## config.mk

```make
export PLATFORM = sky130hd
export DESIGN_NAME = neighbor_link_ctx
export DESIGN_NICKNAME = d
export VERILOG_FILES = /design/src/rtl/neighbor_link_ctx.sv
export SDC_FILE = /design/constraint.sdc
export NUM_CORES = 1
export LEC_CHECK = 0
export CAP_MARGIN = 15
export CORE_MARGIN = 2
export CORE_UTILIZATION = 34
export DETAILED_ROUTE_END_ITERATION = 10
export SYNTH_ARGS = -nofsm -noshare
export SYNTH_HDL_FRONTEND = slang
export SYNTH_SLANG_ARGS = --single-unit
```

## constraint.sdc

```tcl
create_clock -name clk -period 4.6 [get_ports clk]
set_input_delay 0.92 -clock clk [delete_from_list [all_inputs] [get_ports clk]]
set_output_delay 0.92 -clock clk [all_outputs]
set_load 0.1 [all_outputs]
```

## src/rtl/neighbor_link_ctx.sv

```systemverilog
// Edge between two lattice PEs with saturating growth, error flag and boundary state,
// multiplexed over NUM_CONTEXTS syndrome contexts (live in registers, idle contexts in RAM).
module neighbor_link_ctx #(
    parameter int ADDRESS_WIDTH = 6,
    parameter int MAX_WEIGHT    = 2,
    parameter int NUM_CONTEXTS  = 4,
    localparam int EXPOSED_DATA_SIZE = ADDRESS_WIDTH + 3,
    localparam int WW = (MAX_WEIGHT > 0) ? $clog2(MAX_WEIGHT + 1) : 1,
    localparam int CW = (NUM_CONTEXTS > 2) ? $clog2(NUM_CONTEXTS) : 1
) (
    input  logic                         clk,
    input  logic                         reset,
    input  logic                         a_increase,
    input  logic                         b_increase,
    input  logic [WW-1:0]                weight_in,
    input  logic [1:0]                   boundary_condition_in,
    input  logic                         a_is_error_in,
    input  logic                         b_is_error_in,
    input  logic                         is_error_systolic_in,
    input  logic                         load_result,
    input  logic                         reset_edge,
    input  logic [EXPOSED_DATA_SIZE-1:0] a_input_data,
    input  logic [EXPOSED_DATA_SIZE-1:0] b_input_data,
    output logic [EXPOSED_DATA_SIZE-1:0] a_output_data,
    output logic [EXPOSED_DATA_SIZE-1:0] b_output_data,
    input  logic                         ctx_req,
    input  logic [CW-1:0]                ctx_target,
    input  logic                         ctx_no_save,
    output logic                         ctx_busy,
    output logic                         ctx_done,
    output logic [CW-1:0]                cur_ctx,
    output logic [WW-1:0]                growth_out,
    output logic [WW-1:0]                weight_out,
    output logic [1:0]                   boundary_condition_out,
    output logic                         fully_grown,
    output logic                         is_boundary,
    output logic                         is_error
);

    typedef enum logic [1:0] {S_IDLE, S_SAVE, S_READ, S_APPLY} state_t;

    state_t state_reg, state_next;

    logic [WW-1:0]           growth_reg;
    logic                    is_error_reg;
    logic [WW-1:0]           weight_reg;
    logic [1:0]              bc_reg;
    logic [CW-1:0]           cur_ctx_reg;
    logic [CW-1:0]           target_reg;
    logic                    no_save_reg;
    logic [NUM_CONTEXTS-1:0] valid_reg;
    logic [NUM_CONTEXTS-1:0] valid_set;

    // Each RAM word packs {growth, is_error}
    logic [WW:0]   mem [NUM_CONTEXTS];
    logic [WW:0]   rd_data_reg;
    logic [CW-1:0] mem_addr;
    logic [WW:0]   mem_wdata;
    logic          mem_we;

    logic [WW+1:0] sum_next;
    logic [WW-1:0] growth_next;
    logic          is_error_next;
    logic [WW-1:0] rd_growth;
    logic [WW-1:0] load_growth;
    logic          load_error;

    // ---------------- context-switch FSM ----------------
    always_ff @(posedge clk) begin
        if (reset) begin
            state_reg   <= S_IDLE;
            target_reg  <= '0;
            no_save_reg <= 1'b0;
        end else begin
            state_reg <= state_next;
            if (state_reg == S_IDLE && ctx_req) begin
                target_reg  <= ctx_target;
                no_save_reg <= ctx_no_save;
            end
        end
    end

    always_comb begin
        state_next = state_reg;
        ctx_done   = 1'b0;
        mem_we     = 1'b0;
        case (state_reg)
            S_IDLE:  if (ctx_req) state_next = S_SAVE;
            S_SAVE: begin
                mem_we     = !no_save_reg;
                state_next = S_READ;
            end
            S_READ:  state_next = S_APPLY;
            S_APPLY: begin
                ctx_done   = 1'b1;
                state_next = S_IDLE;
            end
            default: state_next = S_IDLE;
        endcase
    end

    assign ctx_busy = (state_reg != S_IDLE);

    // ---------------- context RAM ----------------
    // A reset_edge coinciding with SAVE stores the cleared state, matching the live registers.
    assign mem_addr  = (state_reg == S_SAVE) ? cur_ctx_reg : target_reg;
    assign mem_wdata = reset_edge ? '0 : {growth_reg, is_error_reg};

    always_ff @(posedge clk) begin
        if (mem_we) mem[mem_addr] <= mem_wdata;
        rd_data_reg <= mem[mem_addr];
    end

    generate
        for (genvar gi = 0; gi < NUM_CONTEXTS; gi++) begin : g_valid
            assign valid_set[gi] = mem_we && (cur_ctx_reg == CW'(gi));
        end
    endgenerate

    always_ff @(posedge clk) begin
        if (reset) valid_reg <= '0;
        else       valid_reg <= valid_reg | valid_set;
    end

    assign rd_growth   = rd_data_reg[WW:1];
    assign load_growth = !valid_reg[target_reg] ? '0 :
                         (rd_growth > weight_reg) ? weight_reg : rd_growth;
    assign load_error  = valid_reg[target_reg] && rd_data_reg[0];

    // ---------------- edge update ----------------
    always_comb begin
        sum_next      = '0;
        is_error_next = 1'b0;
        case (bc_reg)
            2'd0, 2'd3: begin
                sum_next      = (WW+2)'(growth_reg) + (WW+2)'(a_increase) + (WW+2)'(b_increase);
                is_error_next = a_is_error_in | b_is_error_in;
            end
            2'd1: begin
                sum_next      = (WW+2)'(growth_reg) + (WW+2)'(a_increase);
                is_error_next = a_is_error_in;
            end
            default: begin
                sum_next      = '0;
                is_error_next = 1'b0;
            end
        endcase
    end

    assign growth_next = (sum_next > (WW+2)'(weight_reg)) ? weight_reg : sum_next[WW-1:0];

    always_ff @(posedge clk) begin
        if (reset) begin
            weight_reg <= '0;
            bc_reg     <= '0;
        end else begin
            weight_reg <= weight_in;
            bc_reg     <= boundary_condition_in;
        end
    end

    always_ff @(posedge clk) begin
        if (reset) begin
            growth_reg   <= '0;
            is_error_reg <= 1'b0;
            cur_ctx_reg  <= '0;
        end else begin
            if (state_reg == S_APPLY) cur_ctx_reg <= target_reg;
            if (reset_edge) begin
                growth_reg   <= '0;
                is_error_reg <= 1'b0;
            end else if (state_reg == S_APPLY) begin
                growth_reg   <= load_growth;
                is_error_reg <= load_error;
            end else if (ctx_busy) begin
                growth_reg   <= growth_reg;
                is_error_reg <= is_error_reg;
            end else begin
                growth_reg   <= growth_next;
                is_error_reg <= load_result ? is_error_systolic_in : is_error_next;
            end
        end
    end

    // ---------------- outputs ----------------
    assign cur_ctx                = cur_ctx_reg;
    assign growth_out             = growth_reg;
    assign weight_out             = weight_reg;
    assign boundary_condition_out = bc_reg;
    assign is_error               = is_error_reg;
    assign fully_grown            = (growth_reg >= weight_reg) && (bc_reg != 2'd2);
    assign is_boundary            = fully_grown && (bc_reg == 2'd1 || bc_reg == 2'd3);
    assign a_output_data          = (bc_reg == 2'd0) ? b_input_data : '0;
    assign b_output_data          = (bc_reg == 2'd0) ? a_input_data : '0;

endmodule

```

==> metrics.md <==
| Metric | Value |
|---|---|
| Worst setup path start | a_increase |
| Synth top area share | 23.60% |
| Clock sinks | 33 |
| RR Endpoint | growth_out[0] |
| Fillers | approximately 500 |
| Max Cap Viol | 0 |
| H-tree depth | 2 |
| Area Growth Syn to Fin | 42.91% |
| DR WL/cell | between 10 and 15 um |
| Top cells by area, synth | dfxtp_1 24%, edfxtp_1 20%, ha_1 14% |
| Initial Util | 35.11% |
| Worst R2R Setup Slack | ~1500 ps |
| Slew Viols, Final | 0 |
| Syn. warnings | 0 |
| Number of synthesized flops with an enable pin | 12 |
| Core area | roughly 5000 um^2 |
| Switching power | approximately 0.47 mW |
| Final Hold Viols | 0 |
| Max Fclk | 263.7 MHz |
| Clk network pwr share | 18.9% |
| Post-Route Utilization | 50.17% |
| Yosys cell types | 33 |
| CTS tree | done |
| RSZ-0062 raised after global routing | no |
| Via Count | approximately 1400 |
| Mean Syn Cell Area | 10.30 um^2 |
| Maximum vdd drop | 0.3171 mV |
| Top-count cell post-synth | dfxtp_1 |
| Post-route minimum period | 3793 ps |
| Vias/cell | 4.610 |
| HP Class | reg -> reg |
| 1st-pass router iterations | 4 |
| Vias in the first global route | between 1000 and 1500 |
| Area leader, netlist | dfxtp_1 |
| Initial antenna violation count | 0 |
| Cells after Synth | 173 |
| Critical Path RT | between 4000 and 5000 ps |
| Period Utilization, post-route | 82.45% |
| DRC | 0 |
| Post-CTS Hold Fix Bufs | 0 |
| Max FFs per register | 12 |
| N_diodes | 0 |
| Worst Path Arrival | 4010 ps |
| Row count | 26 |
| Comb pwr share | 47.1% |
| Final setup vio count | 0 |
| Die width | 76.39 um |
| Sequential area share after synthesis | 43.82% |
| Die area | approximately 6000 um^2 |
| Setup TNS Final | 0 ps |
| HPWL after DPL | 3.270 mm |
| Main synth FF type | dfxtp_1 |
| Pwr/cell area | 431.7 nW/um^2 |
| Post-CTS Setup Bufs | 0 |
| Path depth of the worst reg2reg path | 11 |
| Drt first-iter violations | 66 |
| Remaining antenna violation count | 0 |
| Startpoint class of the critical path | input pin |
| Sw frac | 42.74% |
| Max FO, Critical Path | 4 |
| Placer congestion estimate | 0.8150 |
| Post-cts repair resize count | 0 |
| Crit path kind | in -> reg |
| DRT Wirelength | approximately 4.1 mm |
| Worst r2r src | growth_out[0] |
| Worst-Skew Late Latency | around 280 ps |
| Die height | 76.39 um |
| Largest net degree at the start of global routing | 19 |
| NumNets Final | just under 300 |
| Clock tree buffer depth | 2 |
| Worst Skew | roughly 4.8 ps |
| Sequential fraction of design power | 34.0% |
| Ys async rst share | 0% |
| CP endpoint | growth_out[0] |
| Layout cells sized above 1 | 13.17% |
| First-pass GRT wire length | 6.651 mm |
| Internal power | 0.6293 mW |
| Clock transition at the registers of the reported paths | 70 ps |
| Post-Synthesis Cell Area | between 1500 and 2000 um^2 |
| I/O pins | 66 |
| Syn nets | 229 |
| Worst relative slew slack | 34.60% |
| Clk root buf | clkbuf_8 |
| Gr ovfl total | 0 |
| Setup crit end kind | register |
| Num CTS Buffers | 5 |
| Pleak | around 1.0 nW |
| Synth Register Bits | 33 |
| Slew @ Worst Pin | ~980 ps |
| Gr usage total | 14.54% |
| Port bufs | 65 |
| Most frequent cells after synthesis | 21 x dfxtp_1, 20 x ha_1, 18 x and2_1, 18 x nor2_1 |
| Status | finished, final reports clean |
==> worst min-delay path by stage <==
stage	start	to	slack (ps)	depth (start not counted)
finish	no_save_reg	no_save_reg	460	2
global placement	valid_reg[2]	valid_reg[2]	450	2
global route	valid_reg[3]	valid_reg[3]	500	2
detailed placement	no_save_reg	no_save_reg	460	2
CTS	no_save_reg	no_save_reg	470	2
floorplan	valid_reg[2]	valid_reg[2]	430	2
==> power by group through the flow <==
stage               logic (mW)  registers [mW]  clock network (mW)
floorplan                0.357           0.414                   0
global placement         0.514           0.381                   0
detailed placement       0.520           0.380                   0
CTS                      0.521           0.374               0.212
global route             0.556           0.378               0.223
finish                   0.518           0.373               0.208
==> metrics by stage <==
step / hold WS, ps / total power [mW] / cells / setup WS, ps / area, um^2
final: 465.0 / 1.099 / 313 / 807.3 / 2546
after global routing: 496.9 / 1.157 / 313 / 656.8 / 2546
after CTS: 466.4 / 1.108 / 313 / 817.2 / 2546
after detailed placement: 457.6 / 0.8998 / 305 / 526.9 / 2466
after global placement: 446.6 / 0.8950 / 305 / 578.1 / 2466
after floorplan: 434.8 / 0.7703 / 173 / 455.0 / 1784
==> cell usage in the layout (no fill, tap or decap), types with 2 or more instances in the layout <==
| master | synthesis | routed |
|---|---|---|
| dfxtp_1 | 21 | 21 |
| nand2_1 | 12 | 12 |
| clkdlybuf4s50_1 | 0 | 47 |
| a21oi_1 | 10 | 10 |
| nor2b_1 | 8 | 8 |
| a31oi_1 | 2 | 2 |
| or2_2 | 2 | 2 |
| nand2b_1 | 3 | 3 |
| edfxtp_1 | 12 | 12 |
| nor2_1 | 18 | 17 |
| buf_4 | 0 | 18 |
| clkbuf_1 | 3 | 3 |
| and2_1 | 18 | 18 |
| mux2i_1 | 3 | 3 |
| mux4_2 | 4 | 4 |
| nand3_1 | 5 | 5 |
| o21ai_0 | 3 | 3 |
| a22oi_1 | 4 | 4 |
| inv_1 | 9 | 9 |
| ha_1 | 20 | 20 |
| clkbuf_8 | 0 | 5 |
| or4_1 | 2 | 2 |
==> metal layers <==
layer	routed length, um	track usage, %	vias up
met5	0	0	-
met4	53	6.000	0
met3	156	2.962	5
met2	1927	22.04	29
met1	1974	20.26	672
li1	-	-	737
==> worst max-delay path, stage by stage <==
cell             delay, ps
clkdlybuf4s50_1        400
ha_1                   320
ha_1                   220
fa_1                   430
a22oi_1                170
nor2_1                  80
ha_1                   290
nor2b_4                130
a2bb2oi_1              160
or4_1                  480
a211o_1                300
a21oi_1                110
==> cells by family after synthesis <==
logic type | count (synthesis) | share of synthesized area [%]
simple gates | 74 | 22.26
mux | 8 | 7.374
compound gates | 25 | 8.849
fa+ha+maj | 21 | 15.17
buf+inv | 12 | 2.528
flops | 33 | 43.82
==> cell type report <==
type / count / area [um^2] / share of cell area [%]
multi-input cells: 128 / 958.4 / 37.64
flip-flops and latches: 33 / 780.7 / 30.66
repair buffers: 65 / 605.6 / 23.78
well taps: 70 / 87.58 / 3.440
clock buffers: 8 / 80.08 / 3.145
inverters: 9 / 33.78 / 1.327
Note: power is estimated with default switching activity, not from simulation.
